$ cat config.mk
export PLATFORM = sky130hd
export DESIGN_NAME = vga_sync_rx
export DESIGN_NICKNAME = d
export VERILOG_FILES = /design/src/rtl/vga_sync_rx.sv
export SDC_FILE = /design/constraint.sdc
export NUM_CORES = 1
export LEC_CHECK = 0
export CAP_MARGIN = 40
export CORE_MARGIN = 1
export CORE_UTILIZATION = 50
export CTS_CLUSTER_DIAMETER = 120
export DETAILED_ROUTE_END_ITERATION = 16
export PLACE_DENSITY_LB_ADDON = 0.15
export SLEW_MARGIN = 10
export SYNTH_ARGS = -nofsm -noshare
export SYNTH_HDL_FRONTEND = slang
export SYNTH_SLANG_ARGS = --single-unit
$ cat constraint.sdc
create_clock -name clk -period 6.37 [get_ports clk]
set_input_delay 1.274 -clock clk [delete_from_list [all_inputs] [get_ports clk]]
set_output_delay 1.274 -clock clk [all_outputs]
set_load 0.005 [all_outputs]
$ cat src/rtl/vga_sync_rx.sv
// vga_sync_rx: recovers active-area coordinates, colour and lock status from VGA syncs.
// Define VGA_RX_FRAMESUM_EN to add the frame_sum checksum of the last locked frame.
module vga_sync_rx #(
    parameter int H_TOTAL  = 800,
    parameter int H_START  = 144,
    parameter int H_ACTIVE = 640,
    parameter int V_TOTAL  = 525,
    parameter int V_START  = 35,
    parameter int V_ACTIVE = 480
) (
    input  logic        clk,
    input  logic        reset,
    input  logic        pix_en,
    input  logic        hsync,
    input  logic        vsync,
    input  logic [7:0]  r_in,
    input  logic [7:0]  g_in,
    input  logic [7:0]  b_in,
    output logic [9:0]  x,
    output logic [9:0]  y,
    output logic [7:0]  r,
    output logic [7:0]  g,
    output logic [7:0]  b,
    output logic        pixel_valid,
    output logic        frame_start,
    output logic        locked,
`ifdef VGA_RX_FRAMESUM_EN
    output logic [15:0] frame_sum,
`endif
    output logic        sync_err
);
    typedef enum logic [1:0] {SEARCH, MEASURE, LOCKED} state_t;
    localparam logic [10:0] HB = 11'(H_START);
    localparam logic [10:0] HE = 11'(H_START + H_ACTIVE);
    localparam logic [10:0] VB = 11'(V_START);
    localparam logic [10:0] VE = 11'(V_START + V_ACTIVE);
    localparam logic [9:0] H_LAST = 10'(H_TOTAL - 1);
    localparam logic [9:0] V_LINES = 10'(V_TOTAL);
    state_t state, state_nxt;
    logic hs_q, vs_q, vs_pend, bad_q;
    logic hs_fall, vs_fall, bad_line, sat, lines_ok, active, valid_nxt, lose;
    logic [9:0] hcnt, vcnt, lcnt, hcnt_nxt, vcnt_nxt;
    // Everything below describes the sample being taken now, so outputs lag it by one clock.
    always_comb begin
        hs_fall = pix_en & hs_q & ~hsync;
        vs_fall = pix_en & vs_q & ~vsync;
        hcnt_nxt = hs_fall ? 10'd0 : (hcnt == 10'd1023 ? hcnt : hcnt + 10'd1);
        vcnt_nxt = hs_fall ? ((vs_fall | vs_pend) ? 10'd0 : vcnt + 10'd1) : vcnt;
        bad_line = hs_fall && hcnt != H_LAST;
        sat = pix_en && hcnt_nxt == 10'd1023;
        lines_ok = lcnt == V_LINES;
        active = {1'b0, hcnt_nxt} >= HB && {1'b0, hcnt_nxt} < HE &&
                 {1'b0, vcnt_nxt} >= VB && {1'b0, vcnt_nxt} < VE;
        state_nxt = state;
        lose = 1'b0;
        case (state)
            SEARCH:  state_nxt = vs_fall ? MEASURE : SEARCH;
            MEASURE: state_nxt = (vs_fall && !bad_q && !bad_line && lines_ok) ? LOCKED : MEASURE;
            LOCKED: begin
                lose = bad_line | sat | (vs_fall & ~lines_ok);
                state_nxt = lose ? SEARCH : LOCKED;
            end
            default: state_nxt = SEARCH;
        endcase
        valid_nxt = active && state_nxt == LOCKED;
    end
    assign locked = state == LOCKED;
    always_ff @(posedge clk or posedge reset) begin
        if (reset) begin
            state       <= SEARCH;
            hs_q        <= 1'b1;
            vs_q        <= 1'b1;
            vs_pend     <= 1'b0;
            bad_q       <= 1'b0;
            hcnt        <= '0;
            vcnt        <= '0;
            lcnt        <= '0;
            x           <= '0;
            y           <= '0;
            r           <= '0;
            g           <= '0;
            b           <= '0;
            pixel_valid <= 1'b0;
            frame_start <= 1'b0;
            sync_err    <= 1'b0;
        end else if (pix_en) begin
            state       <= state_nxt;
            hs_q        <= hsync;
            vs_q        <= vsync;
            vs_pend     <= hs_fall ? 1'b0 : (vs_pend | vs_fall);
            // bad lines and line count restart with each frame; a coincident hsync edge opens the new frame
            bad_q       <= vs_fall ? 1'b0 : (bad_q | bad_line);
            hcnt        <= hcnt_nxt;
            vcnt        <= vcnt_nxt;
            lcnt        <= vs_fall ? {9'd0, hs_fall} : lcnt + {9'd0, hs_fall && lcnt != 10'd1023};
            x           <= valid_nxt ? hcnt_nxt - 10'(H_START) : '0;
            y           <= valid_nxt ? vcnt_nxt - 10'(V_START) : '0;
            r           <= valid_nxt ? r_in : '0;
            g           <= valid_nxt ? g_in : '0;
            b           <= valid_nxt ? b_in : '0;
            pixel_valid <= valid_nxt;
            frame_start <= vs_fall;
            sync_err    <= lose;
        end
    end
`ifdef VGA_RX_FRAMESUM_EN
    logic [15:0] acc;
    logic frame_ok;
    // frame_ok stays set only if the whole frame since the last vsync edge was locked
    always_ff @(posedge clk or posedge reset) begin
        if (reset) begin
            acc       <= '0;
            frame_ok  <= 1'b0;
            frame_sum <= '0;
        end else if (pix_en) begin
            acc       <= vs_fall ? 16'd0 :
                         acc + (valid_nxt ? 16'(r_in) + 16'(g_in) + 16'(b_in) : 16'd0);
            frame_ok  <= vs_fall ? state_nxt == LOCKED : frame_ok & (state_nxt == LOCKED);
            frame_sum <= (vs_fall && frame_ok && state_nxt == LOCKED) ? acc : frame_sum;
        end
    end
`endif
endmodule

Word level (Yosys, flattened, before mapping). Index checks and enable logic that the tools add are counted.

Bits in registers: 83. Latch bits: 0. Memory bits (writable): 0. ROM bits: 0. Input bits: 29. Output and inout bits: 48. Word-level logic and storage cells: 75. Memories kept: 0.

$add $sub $neg: 5. Multipliers: 0. Divide/modulo/power cells: 0. Magnitude comparators: 4. Equality and inequality tests: 8. Shifts and indexed selects: 0. Muxes and demuxes: 17. Bitwise gates (word level): 12. Reductions and logical operators: 13.

Operators with widths (count): 10-bit 2-to-1 mux (7); 10-bit == test, second input constant (3); 8-bit 2-to-1 mux (3); 10-bit by 1-bit adder with 10-bit output, second input constant (2); 10-bit < comparator, second input constant (2); 10-bit inequality test, second input constant (2); 10-bit by 1-bit adder with 10-bit output (1); 10-bit by 6-bit greater-or-equal comparator with 1-bit output, second input constant (1); 10-bit by 8-bit greater-or-equal comparator with 1-bit output, second input constant (1); 1-bit logical AND (10); 10-bit by 6-bit subtractor with 10-bit output, second input constant (1); 10-bit by 8-bit subtractor with 10-bit output, second input constant (1); 2-bit one-hot mux with 3 select lines (1); 1-bit bitwise AND (5); 2-bit == test, second input constant (2); 1-bit 2-to-1 mux (4); 2-bit 2-to-1 mux (2); 1-bit bitwise OR (4); 1-bit NOT (3); 2-bit by 1-bit == test with 1-bit output, second input constant (1); 1-bit zero test (2); 2-bit zero test (1).

Logic depth before layout (Yosys ltp). Gate-level depths: netlist of the first run.

Word-level depth: 12. Gate-level depth with buffers: 16. Gate-level depth less buffers: 14.

Worst setup path before layout of the first run. Ideal clock, no wire load.

Path kind: input-to-reg. Start: input pix_en. End: register x[0]. Setup time: 121 ps. Data arrival time: 3513 ps. Data required time: 6249 ps. Slack: 2736 ps. Cell stages on the path: 15. Path buffers: 5. Cell sequence: buf_4 > and3b_1 > buf_2 > clkbuf_1 > nor2_1 > ha_1 > nand3_1 > a21oi_1 > nand4b_1 > o31ai_1 > nand2_1 > and3_4 > buf_8 > buf_8 > a22o_1.

Word-level cells in the longest chain between the ends: 12. Elaborated cells between the ends (all ways): 33. Classes of those cells: add/sub: 1; order compare: 4; eq/ne: 2; mux: 8; bitwise: 8; reduce/logical: 10.

Ends and longest elaborated chain: start, declared (RTL line 13) `input logic pix_en,`; 1-bit bitwise AND (*) (2 in series) (RTL line 45) `hs_fall = pix_en & hs_q & ~hsync;`; 10-bit 2-to-1 mux (*) (RTL line 47) `hcnt_nxt = hs_fall ? 10'd0 : (hcnt == 10'd1023 ? hcnt : hcnt + 10'd1);`; via hcnt_nxt[4] (RTL line 42) `logic [9:0] hcnt, vcnt, lcnt, hcnt_nxt, vcnt_nxt;`; 10-bit == test (RTL line 50) `sat = pix_en && hcnt_nxt == 10'd1023;`; 1-bit logical AND (RTL line 50); 1-bit bitwise OR (2 in series) (RTL line 60) `lose = bad_line | sat | (vs_fall & ~lines_ok);`; 2-bit 2-to-1 mux (RTL line 61) `state_nxt = lose ? SEARCH : LOCKED;`; 2-bit one-hot mux with 3 select lines (RTL line 56) `case (state)`; 2-bit == test (RTL line 65) `valid_nxt = active && state_nxt == LOCKED;`; 1-bit logical AND (*) (RTL line 65); 10-bit 2-to-1 mux (*) (RTL line 96) `x <= valid_nxt ? hcnt_nxt - 10'(H_START) : '0;`; end signal, assigned (RTL line 96); end, declared (RTL line 19) `output logic [9:0] x,`.

The timed path passes the listed nets; every way through them passes the cells marked *. A chain may end at the register's enable or synchronous reset.

Worst setup path in the final report of the first run.
Start: input pix_en. End: register r[4].

Elaborated cells between the ends (all ways): 32. Classes of those cells: order compare: 4; eq/ne: 2; mux: 8; bitwise: 8; reduce/logical: 10.

RTL lines: 1-bit bitwise AND (2 in series) (RTL line 46) `vs_fall = pix_en & vs_q & ~vsync;`; 1-bit bitwise OR (RTL line 48) `vcnt_nxt = hs_fall ? ((vs_fall | vs_pend) ? 10'd0 : vcnt + 10'd1) : vcnt;`; 10-bit 2-to-1 mux (RTL line 48); 10-bit 2-to-1 mux (*) (RTL line 48); via vcnt_nxt[0] (RTL line 42); 10-bit by 6-bit greater-or-equal comparator with 1-bit output (RTL line 53) `{1'b0, vcnt_nxt} >= VB && {1'b0, vcnt_nxt} < VE;`; 1-bit logical AND (RTL line 52) `active = {1'b0, hcnt_nxt} >= HB && {1'b0, hcnt_nxt} < HE &&`; 1-bit logical AND (*) (RTL line 53); 1-bit logical AND (*) (RTL line 65); 8-bit 2-to-1 mux (*) (RTL line 98) `r <= valid_nxt ? r_in : '0;`; end signal, assigned (RTL line 98); end, declared (RTL line 21) `output logic [7:0] r,`.

Marked as above.

==> metrics.md, run 1 <==
| Metric | Value |
|---|---|
| Final cell count without fillers | approximately 580 |
| Die Ht | about 93 um |
| Top cell type's share of synthesized area | 48.8% |
| Ratio of final minimum period to clock period | 70.4% |
| Vias post-DR | around 3400 |
| HP Class | flop to flop |
| Core Region | between 7000 and 8000 um2 |
| Slowest-stage cell, CP | and3b_1 |
| Fmax | between 0.2 and 0.25 GHz |
| Antenna violations before repair | 0 |
| Startpoint Class | primary input |
| Status | complete, no violations |
| Port Buffers | between 70 and 80 |
| Metal1 wirelength | approximately 4.6 mm |
| Total GRT Usage | 24.1% |
| Worst hold stages | 1 |
| Measured slew at the worst slew-check pin | 0.600 ns |
| Critical path capture point type | flop |
| Crit path max-delay family | simple AND/OR/NAND/NOR gates |
| Final setup viols | 0 |
| Setup Buffers After CTS | 0 |
| Bufs on Longest Clock Path | 2 |
| Worst R2R Setup Slack | 2.61 ns |
| Crit path cell chain | clkdlybuf4s50_1 > buf_4 > and3b_1 > nand3_2 > o21ai_0 > ha_1 > o21ai_1 > a311oi_2 > and3_4 > a22o_1 |
| # IOs | 77 |
| WP data required | 6.67 ns |
| Top Layer Used | met4 |
| WL met2 | around 4.7 mm |
| Ys flop type | dfrtp_1 |
| Final Hold Viols | 0 |
| Layout cells sized above 1 | approximately a tenth |
| Iteration-0 DRC Markers | ~170 |
| Area contributors post-synth | dfrtp_1, a22o_1, nand2_1, mux2_2, ha_1 |
| Clock Sinks | 83 |
| Post-synthesis sequential area ratio | between 50% and 60% |
| TritonCTS clock tree | yes |
| CP Buf/Inv Count | 2 |
| Clock skew | roughly 0.0094 ns |
| Post-CTS sizing | 0 |
| Post-synth ARST share | between 90% and 100% |
| DPL Wire Length | between 7 and 8 mm |
| Hold_sp | pixel_valid$_DFFE_PP0P_ |
| Maximum VDD drop | 0.128 mV |
| Reg2Reg Depth | 14 |
| Vias in the first global route | approximately 3200 |
| WHS Endpoint | pixel_valid$_DFFE_PP0P_ |
| Fill cell count | between 600 and 700 |
| Pleak | about 2.3 nW |
| Avg WL per Cell | ~17 um |
| RR Startpoint | hcnt[0]$_DFFE_PP0P_ |
| Initial DRT Pass Iterations | 5 |
| Mapped Nets | ~430 |
| Max cap viols | 0 |
| Hold buffers post-CTS | 0 |
| Number of synthesized flops with an enable pin | 0 |
| GRT Residual Overflow | 0 |
| Syn. warnings | 0 |
| Largest net degree at the start of global routing | 58 |
| Fin crit period | 4.49 ns |
| Fin nets | roughly 510 |
| Mapped Cells | about 400 |
| RSZ-0062 raised after global routing | no |
| Antenna diode count | 0 |
| Post-route ant nets | 0 |
| Synth Area per Inst | roughly 11 um2 |
| CTS Buf Count | 9 |
| Synth area leader | dfrtp_1 |
| CP max stage delay | about 0.59 ns |
| Synth unique cells | slightly above 60 |
| Total routed wirelength | 9.99 mm |
| Syn-to-layout area delta | 25.4% |
| Crit path DAT | 4.79 ns |
| Final TNS setup | 0 ns |
| Mapped Area | just over 4000 um2 |
| Max-slew violation count | 0 |
| Row cnt | 32 |
| Die extent in x | between 90 and 100 um |
| Level count of the clock H-tree | 3 |
| Crit Path Class | primary input to flop |
| Global placer's final weighted congestion | around 0.87 |
| Slew Limit Headroom | between 50% and 60% |
| CTS clk-pin slew, worst paths | around 0.080 ns |
| DR DRC count | 0 |
| First-pass GRT wire length | around 16 mm |
| Power Dens Cells | roughly 240 nW/um2 |
| Critical path fanouts, max | 39 |
| Die area | between 8000 and 9000 um2 |
| Avg Vias per Cell | just under 6 |
| CTS Root Cell | clkbuf_8 |
| Seq cells post-synth | 83 |
| Reg-to-reg critical path endpoint | r[4]$_DFFE_PP0P_ |
| Initial core utilization | a little over half |
| Clock Latency Late Sink | between 0.3 and 0.4 ns |
| Placed cells | 560 |
| Met3 routed WL | between 500 and 600 um |
report_power, final:
group | switching (mW) | internal, mW
clock network | 0.207 | 0.196
logic | 0.127 | 0.0959
registers | 0.0458 | 0.556
total | 0.380 | 0.848
registers in the layout, indices dropped and copies added, names as in the netlist:
register	count
sync_err	1
hcnt	10
g	8
vs_pend	1
r	8
b	8
hs_q	1
x	10
y	10
lcnt	10
frame_start	1
state	2
bad_q	1
vcnt	10
vs_q	1
pixel_valid	1
placed cells by master (no fill, tap or decap), types with 2 or more instances in the layout:
master | netlist | final
nand2_1 | 29 | 29
a211oi_1 | 3 | 3
o2bb2ai_1 | 9 | 9
o211ai_1 | 2 | 2
o21ai_1 | 3 | 3
a22o_1 | 40 | 40
a21oi_1 | 17 | 17
o21bai_1 | 2 | 2
nor3_1 | 7 | 7
clkdlybuf4s50_1 | 0 | 76
a21o_1 | 2 | 2
xor2_1 | 11 | 11
ha_1 | 8 | 8
nand3_1 | 12 | 12
inv_1 | 16 | 15
clkbuf_8 | 0 | 10
mux2_2 | 9 | 9
and3_1 | 9 | 9
nand4_1 | 5 | 5
o21ai_0 | 20 | 20
nand4b_1 | 2 | 2
and4_1 | 2 | 2
nand2b_1 | 5 | 5
and2_1 | 3 | 3
or2_2 | 2 | 2
xnor2_1 | 9 | 9
dfrtp_1 | 81 | 81
dfstp_2 | 2 | 2
clkinvlp_4 | 0 | 3
nor2_1 | 23 | 23
mux2i_1 | 2 | 2
buf_4 | 3 | 5
or3_1 | 6 | 6
nor4_1 | 4 | 4
a31oi_1 | 4 | 4
or4_1 | 2 | 2
worst max path at each step:
stage	startpoint	endpoint	slack (ns)	depth (start not counted)
finish	pix_en	r[4]$_DFFE_PP0P_	1.88	10
global route	pix_en	x[4]$_DFFE_PP0P_	1.66	10
CTS	pix_en	r[4]$_DFFE_PP0P_	1.94	10
detailed placement	pix_en	g[0]$_DFFE_PP0P_	1.58	10
global placement	pix_en	x[8]$_DFFE_PP0P_	1.71	10
floorplan	pix_en	x[0]$_DFFE_PP0P_	2.74	15
layer usage:
metal	track usage [%]	vias to the layer above
li1	-	1606
met1	33.7	1666
met2	38.1	116
met3	4.63	10
met4	7.18	0
met5	0	-
final cells by class:
type	instances	area (um2)	area share [%]
well taps	102	128	2.45
clock buffers	10	138	2.64
flip-flops and latches	83	2080	39.9
repair buffers	82	826	15.9
inverters	17	65.1	1.25
clock inverters	6	72.6	1.39
multi-input cells	276	1900	36.5
Yosys cell counts, drive strengths merged (8+ instances only):
cell / count
dfrtp: 81
a22o: 40
xor2: 11
clkbuf: 10
and3: 10
nand3: 13
xnor2: 9
inv: 17
o2bb2ai: 9
nand2: 29
o21ai: 24
nor2: 23
a21oi: 17
buf: 9
mux2: 9
ha: 8
cell families after synthesis:
| family | after synthesis | share of synthesized area [%] |
|---|---|---|
| AND/OR/NAND/NOR | 121 | 15.5 |
| AO/OA/AOI/OAI | 116 | 20.7 |
| flip-flops | 83 | 50.1 |
| buffers and inverters | 36 | 4.19 |
| XOR/XNOR | 20 | 4.22 |
| multiplexers | 11 | 2.92 |
| adder cells (fa/ha/maj) | 8 | 2.41 |
stage by stage:
step / util, % / setup slack (ns) / power [mW] / hold WS [ns] / cell area (um2)
floorplan: - / 2.74 / 0.755 / 0.449 / 4150
global placement: 62.9 / 1.71 / 0.827 / 0.463 / 4960
detailed placement: 63.3 / 1.58 / 0.833 / 0.472 / 5000
CTS: 66.0 / 1.94 / 1.24 / 0.496 / 5210
global route: 66.0 / 1.66 / 1.28 / 0.501 / 5210
finish: 66.0 / 1.88 / 1.23 / 0.489 / 5210
(Power assumes the default switching activity.)
==> run 2: changes to the inputs <==
--- a/config.mk
+++ b/config.mk
@@ -7,7 +7,7 @@
 export LEC_CHECK = 0
 export CAP_MARGIN = 40
 export CORE_MARGIN = 1
-export CORE_UTILIZATION = 50
+export CORE_UTILIZATION = 47
 export CTS_CLUSTER_DIAMETER = 120
 export DETAILED_ROUTE_END_ITERATION = 16
 export PLACE_DENSITY_LB_ADDON = 0.15
==> constraint.sdc (replaced) <==
create_clock -name clk -period 4.1 [get_ports clk]
set_input_delay 0.82 -clock clk [delete_from_list [all_inputs] [get_ports clk]]
set_output_delay 0.82 -clock clk [all_outputs]
set_load 0.005 [all_outputs]
==> run 2 against run 1 <==
Net effect: global-route usage is 0.84 points lower; clock power increased by 52%; routed wire length about the same; critical endpoint is now b[2]$_DFFE_PP0P_.
==> metrics.md, run 2 (synthesis results as in run 1) <==
| Metric | Value |
|---|---|
| Status | complete, no violations |
| CTS clk-pin slew, worst paths | 0.09 ns (about the same) |
| Power Dens Cells | 364 nW/um2 (+54%) |
| Port Buffers | 76 (unchanged) |
| Clock skew | 0.0148 ns (+0.00539 ns) |
| Fin nets | 510 (+0.79%) |
| Measured slew at the worst slew-check pin | 0.548 ns (-0.0517 ns) |
| Layout cells sized above 1 | 10.3% (+0.76 points) |
| Post-CTS sizing | 0 (unchanged) |
| Row cnt | 33 (+3.1%) |
| CP max stage delay | 0.52 ns (-0.07 ns) |
| GRT Residual Overflow | 0 (unchanged) |
| Antenna violations before repair | 0 (unchanged) |
| Critical path capture point type | flop |
| Antenna diode count | 0 (unchanged) |
| RSZ-0062 raised after global routing | no |
| Commonest non-fill, non-tap cells in the layout | dfrtp_1, clkdlybuf4s50_1, a22o_1 |
| Comb pwr share | 18.8% (+0.6 points) |
| Global placer's final weighted congestion | 0.925 (+6.7%) |
| Clock Latency Late Sink | 0.36 ns (about the same) |
| Final Util | 62.5% (-3.5 points) |
| # IOs | 77 (unchanged) |
| CTS Buf Count | 9 (unchanged) |
| TritonCTS clock tree | yes |
| HP Class | flop to flop |
| Placed cells | 567 (+1.3%) |
| Initial core utilization | 49.5% (-3.1 points) |
| Maximum VDD drop | 0.193 mV (+50%) |
| Final setup viols | 0 (unchanged) |
| Slowest-stage cell, CP | dfrtp_1 |
| Final cell count without fillers | 583 (+1.2%) |
| Largest net degree at the start of global routing | 53 (-8.6%) |
| CP Capture Point | b[2]$_DFFE_PP0P_ |
| Level count of the clock H-tree | 3 (unchanged) |
| Sw power | 593 uW (+56%) |
| Most common cell after layout, fill and taps aside | dfrtp_1 |
| Sequential share of power | 49.1% (about the same) |
| Final Hold Viols | 0 (unchanged) |
| Worst R2R Setup Slack | 0.41 ns (-2.20 ns) |
| Initial DRT Pass Iterations | 4 (-1) |
| Fill cell count | 696 (+6.6%) |
| Reg2Reg Depth | 14 (unchanged) |
| Syn-to-layout area delta | 26.3% |
| Crit path DAT | 3.94 ns (-0.85 ns) |
| Max cap viols | 0 (unchanged) |
| CTS Root Cell | clkbuf_8 |
| Avg Vias per Cell | 5.87 (-0.53%) |
| First-pass GRT wire length | 16.2 mm (-0.13%) |
| DPL Wire Length | 7.33 mm (+2.5%) |
| Ratio of final minimum period to clock period | roughly nine tenths |
| DR DRC count | 0 (unchanged) |
| Critical path fanouts, max | 39 (unchanged) |
| Final TNS setup | 0 ns (unchanged) |
| Total routed wirelength | 9.99 mm (about the same) |
| Total GRT Usage | 23.2% (-0.84 points) |
| CP startpoint | hcnt[0]$_DFFE_PP0P_ |
| Vias in the first global route | 3220 (-0.62%) |
| Post-route ant nets | 0 (unchanged) |
| Net Sw Frac | 31.1% (+0.15 points) |
| Fin crit period | between 3 and 4 ns |
| Internal power | 1.31 mW (+55%) |
| Die area | 9210 um2 (+6.2%) |
| Setup Buffers After CTS | 0 (unchanged) |
| Crit path cell chain | ha_1 > and4_1 > nand3_1 > nor3b_1 > xnor2_1 > nor2_1 > ha_1 > nand3_1 > a21oi_1 > nand4b_1 > o31ai_1 > nand2_1 > and3_4 > a22o_1 |
| Reg-to-reg critical path endpoint | b[2]$_DFFE_PP0P_ |
| Startpoint Class | flop |
| Crit Path Class | flop to flop |
| Iteration-0 DRC Markers | 170 (-1.7%) |
| RR Startpoint | hcnt[0]$_DFFE_PP0P_ |
| Core Region | 8380 um2 (+6.3%) |
| Slew Limit Headroom | 63.5% (+3.7 points) |
| Fmax | 0.271 GHz |
| Bufs on Longest Clock Path | 2 (unchanged) |
| Hold buffers post-CTS | 0 (unchanged) |
| Die Ht | 96.0 um (+3.1%) |
| Max-slew violation count | 0 (unchanged) |
| WP data required | 4.34 ns (-2.33 ns) |
| Avg WL per Cell | 17.1 um (-1.2%) |
| Clock network power share | 32.1% (-0.7 points) |
| Pleak | 2.33 nW (+1.2%) |
| Clock Sinks | 83 (unchanged) |
| Die extent in x | 96.0 um (+3.1%) |
| Vias post-DR | 3421 (+0.68%) |
run 2: layout make-up:
cell class | count | area (um2) | share of cell area, %
Clock inverter | 7 | 83.8 | 1.60
Sequential cell | 83 | 2080 | 39.7
Multi-Input combinational cell | 276 | 1900 | 36.2
Inverter | 17 | 65.1 | 1.24
Timing Repair Buffer | 86 | 861 | 16.4
Clock buffer | 9 | 124 | 2.36
Tap cell | 105 | 131 | 2.51
run 2: metal layers:
metal / vias to the layer above / track usage [%] / share of wire, %
li1: 1620 / - / -
met1: 1686 / 31.6 / 46
met2: 93 / 36.9 / 47
met3: 22 / 3.55 / 4.8
met4: 0 / 10.1 / 2.6
met5: - / 0 / 0
run 2: power groups by stage:
stage	combinational, mW	clock, mW	sequential [mW]
after global routing	0.394	0.671	0.945
after CTS	0.359	0.630	0.934
after global placement	0.350	0	0.950
after detailed placement	0.356	0	0.949
after floorplan	0.251	0	0.922
final	0.358	0.612	0.936
run 2: worst min path at each step:
stage / startpoint / endpoint / slack, ns / cells after the start
after global routing: frame_start$_DFFE_PP0P_ / frame_start$_DFFE_PP0P_ / 0.52 / 1
after global placement: pixel_valid$_DFFE_PP0P_ / pixel_valid$_DFFE_PP0P_ / 0.46 / 1
after detailed placement: pixel_valid$_DFFE_PP0P_ / pixel_valid$_DFFE_PP0P_ / 0.47 / 1
final: pixel_valid$_DFFE_PP0P_ / pixel_valid$_DFFE_PP0P_ / 0.49 / 1
after CTS: pixel_valid$_DFFE_PP0P_ / pixel_valid$_DFFE_PP0P_ / 0.49 / 1
after floorplan: bad_q$_DFFE_PP0P_ / bad_q$_DFFE_PP0P_ / 0.45 / 2
run 2: worst max-delay path: cells and delay by family (launching register included):
family	cells	cell delay, ns
AO/OA/AOI/OAI	3	0.70
XOR/XNOR	1	0.15
adder cells (fa/ha/maj)	2	0.45
flip-flops	1	0.52
AND/OR/NAND/NOR	8	1.76
run 2: through the flow:
stage	cell area, um2	total power, mW	worst slack, ns	hold slack [ns]
final	5240	1.91	0.405	0.486
after global routing	5240	2.01	0.113	0.518
after CTS	5240	1.92	0.402	0.493
after detailed placement	5030	1.31	0.292	0.472
after global placement	5010	1.30	0.478	0.465
after floorplan	4150	1.17	0.920	0.449
==> run 3: changes to the inputs <==
--- a/config.mk
+++ b/config.mk
@@ -6,6 +6,7 @@
 export NUM_CORES = 1
 export LEC_CHECK = 0
 export CAP_MARGIN = 40
+export CORE_ASPECT_RATIO = 2
 export CORE_MARGIN = 1
 export CORE_UTILIZATION = 47
 export CTS_CLUSTER_DIAMETER = 120
@@ -15,3 +16,4 @@
 export SYNTH_ARGS = -nofsm -noshare
 export SYNTH_HDL_FRONTEND = slang
 export SYNTH_SLANG_ARGS = --single-unit
+export TNS_END_PERCENT = 30
==> run 3 against run 2 <==
Net effect: sequential cell count unchanged; cell area grew 1.5%; worst setup slack improved by 0.25 ns; cell count decreased by 0.51%; register-to-register slack better by 0.27 ns; clock power is 20% higher; via count shrank 0.67%; maximum frequency is 7.2% higher; critical path depth fell by 4; clock-buffer cell count increased by 1; worst hold slack worse by 0.0064 ns; critical path type is now primary input to flop; largest power group unchanged.
==> metrics.md, run 3 (synthesis results as in run 1) <==
| Metric | Value |
|---|---|
| HP Class | flop to flop |
| CTS clk-pin slew, worst paths | 0.06 ns (-0.03 ns) |
| Status | complete, no violations |
| CTS Buf Count | 9 (unchanged) |
| Reg area | 2080 um2 (unchanged) |
| Port Buffers | 76 (unchanged) |
| First-pass GRT wire length | 16.0 mm (-1.4%) |
| Critical path fanouts, max | 39 (unchanged) |
| Slew Limit Headroom | 58.0% (-5.5 points) |
| Fin nets | 513 (+0.59%) |
| Initial DRT Pass Iterations | 4 (unchanged) |
| Antenna diode count | 0 (unchanged) |
| Die area | 9240 um2 (+0.24%) |
| Level count of the clock H-tree | 3 (unchanged) |
| DPL Wire Length | 7.26 mm (-0.99%) |
| Critical path capture point type | flop |
| Clock skew | 0.00532 ns (-0.00949 ns) |
| Global placer's final weighted congestion | 0.959 (+3.6%) |
| Avg WL per Cell | 17.0 um (-0.81%) |
| Antenna violations before repair | 0 (unchanged) |
| Syn-to-layout area delta | 28.1% |
| Final cell count without fillers | 580 (-0.51%) |
| Max-slew violation count | 0 (unchanged) |
| Final setup viols | 0 (unchanged) |
| Die Ht | 135 um (+41%) |
| Post-route ant nets | 0 (unchanged) |
| Most common cell after layout, fill and taps aside | dfrtp_1 |
| Crit Path Class | primary input to flop |
| Crit path DAT | 3.72 ns (-0.22 ns) |
| WP data required | 4.37 ns (+0.03 ns) |
| Final TNS setup | 0 ns (unchanged) |
| Setup Buffers After CTS | 0 (unchanged) |
| Commonest non-fill, non-tap cells in the layout | dfrtp_1, clkdlybuf4s50_1, a22o_1 |
| Startpoint Class | primary input |
| DR DRC count | 0 (unchanged) |
| Final Hold Viols | 0 (unchanged) |
| Pleak | 2.37 nW (+1.8%) |
| Total GRT Usage | 23.6% (+0.31 points) |
| Core Region | 8590 um2 (+2.5%) |
| Bufs on Longest Clock Path | 2 (unchanged) |
| Vias post-DR | 3398 (-0.67%) |
| Ratio of final minimum period to clock period | 84.1% (-6.0 points) |
| Vias in the first global route | 3332 (+3.5%) |
| Total routed wirelength | 9.86 mm (-1.3%) |
| Die extent in x | 68.5 um (-29%) |
| Max cap viols | 0 (unchanged) |
| Post-CTS sizing | 0 (unchanged) |
| GRT Residual Overflow | 0 (unchanged) |
| CTS Root Cell | clkbuf_16 |
| Avg Vias per Cell | 5.86 (-0.16%) |
| RSZ-0062 raised after global routing | no |
| Placed cells | 565 (-0.35%) |
| Row cnt | 48 (+45%) |
| Area occupied by multi-input gates | 1900 um2 (unchanged) |
| TritonCTS clock tree | yes |
| # IOs | 77 (unchanged) |
| Clock Latency Late Sink | 0.34 ns (-0.02 ns) |
| Iteration-0 DRC Markers | 227 (+34%) |
| Fmax | 0.290 GHz (+7.2%) |
| Initial core utilization | 48.3% (-1.2 points) |
| Clock Sinks | 83 (unchanged) |
| Fill cell count | 750 (+7.8%) |
| Largest net degree at the start of global routing | 53 (unchanged) |
| Fin crit period | 3.45 ns (-0.247 ns) |
| Hold buffers post-CTS | 0 (unchanged) |
| Power Dens Cells | 380 nW/um2 (+4.6%) |
| Layout cells sized above 1 | 10.6% (+0.37 points) |
| Measured slew at the worst slew-check pin | 0.625 ns (+0.0774 ns) |
| Maximum VDD drop | 0.229 mV (+19%) |
## run 3: cell types whose count changed in the layout (fill, tap and decap cells not counted), sizes merged
cell and delta:
buf +3, bufinv -1, clkbuf +1, clkinvlp +1
inv -3, clkinv +1
## run 3: final cells by class
class | count | share of cell area (%)
clock buffers | 10 | 4.49
multi-input cells | 276 | 35.7
well taps | 100 | 2.35
inverters | 17 | 1.22
clock inverters | 5 | 0.564
repair buffers | 89 | 16.6
flip-flops and latches | 83 | 39.1
## run 3: worst paths after layout
path | startpoint | endpoint | slack [ns] | cells after the start
setup / recovery | vsync | g[3]$_DFFE_PP0P_ | 0.65 | 10
hold / removal | pixel_valid$_DFFE_PP0P_ | pixel_valid$_DFFE_PP0P_ | 0.48 | 1
setup reg to reg | hcnt[0]$_DFFE_PP0P_ | g[3]$_DFFE_PP0P_ | 0.68 | 13
hold reg to reg | pixel_valid$_DFFE_PP0P_ | pixel_valid$_DFFE_PP0P_ | 0.48 | 1
max in group asynchronous | reset | x[2]$_DFFE_PP0P_ | 2.59 | 4
min in group asynchronous | reset | g[2]$_DFFE_PP0P_ | 0.78 | 2
## run 3: layer usage
metal  up-vias  global-route usage (%)  wire length (um)
met5         -                       0                 0
met4         0                    12.2               259
met3        22                    4.90               575
met2       109                    38.8              5140
met1      1651                    27.8              3890
li1       1616                       -                 -
## run 3: worst max-delay path: stages
cell             delay, ns
clkdlybuf4s50_1       0.49
nand2b_1              0.30
nand3_2               0.24
o21ai_0               0.23
buf_4                 0.16
ha_1                  0.22
o21ai_1               0.20
a311oi_2              0.33
and3_4                0.50
a22o_1                0.21
## run 3: stage by stage
stage                     hold WS (ns)  instance area [um2]  util, %  power [mW]  setup WS [ns]
final                            0.480                 5320     61.9        2.02          0.652
after floorplan                  0.449                 4150        -        1.17          0.920
after detailed placement         0.472                 5050     58.8        1.30          0.245
after global placement           0.466                 5030     58.6        1.29          0.300
after global routing             0.504                 5320     61.9        2.13          0.437
after CTS                        0.487                 5320     61.9        2.05          0.603
## run 3: report_power, final
group          internal (mW)  switching [mW]  total (mW)
Clock                  0.419           0.316       0.735
Combinational          0.156           0.198       0.354
Sequential             0.866          0.0684       0.934
Total                   1.44           0.582        2.02
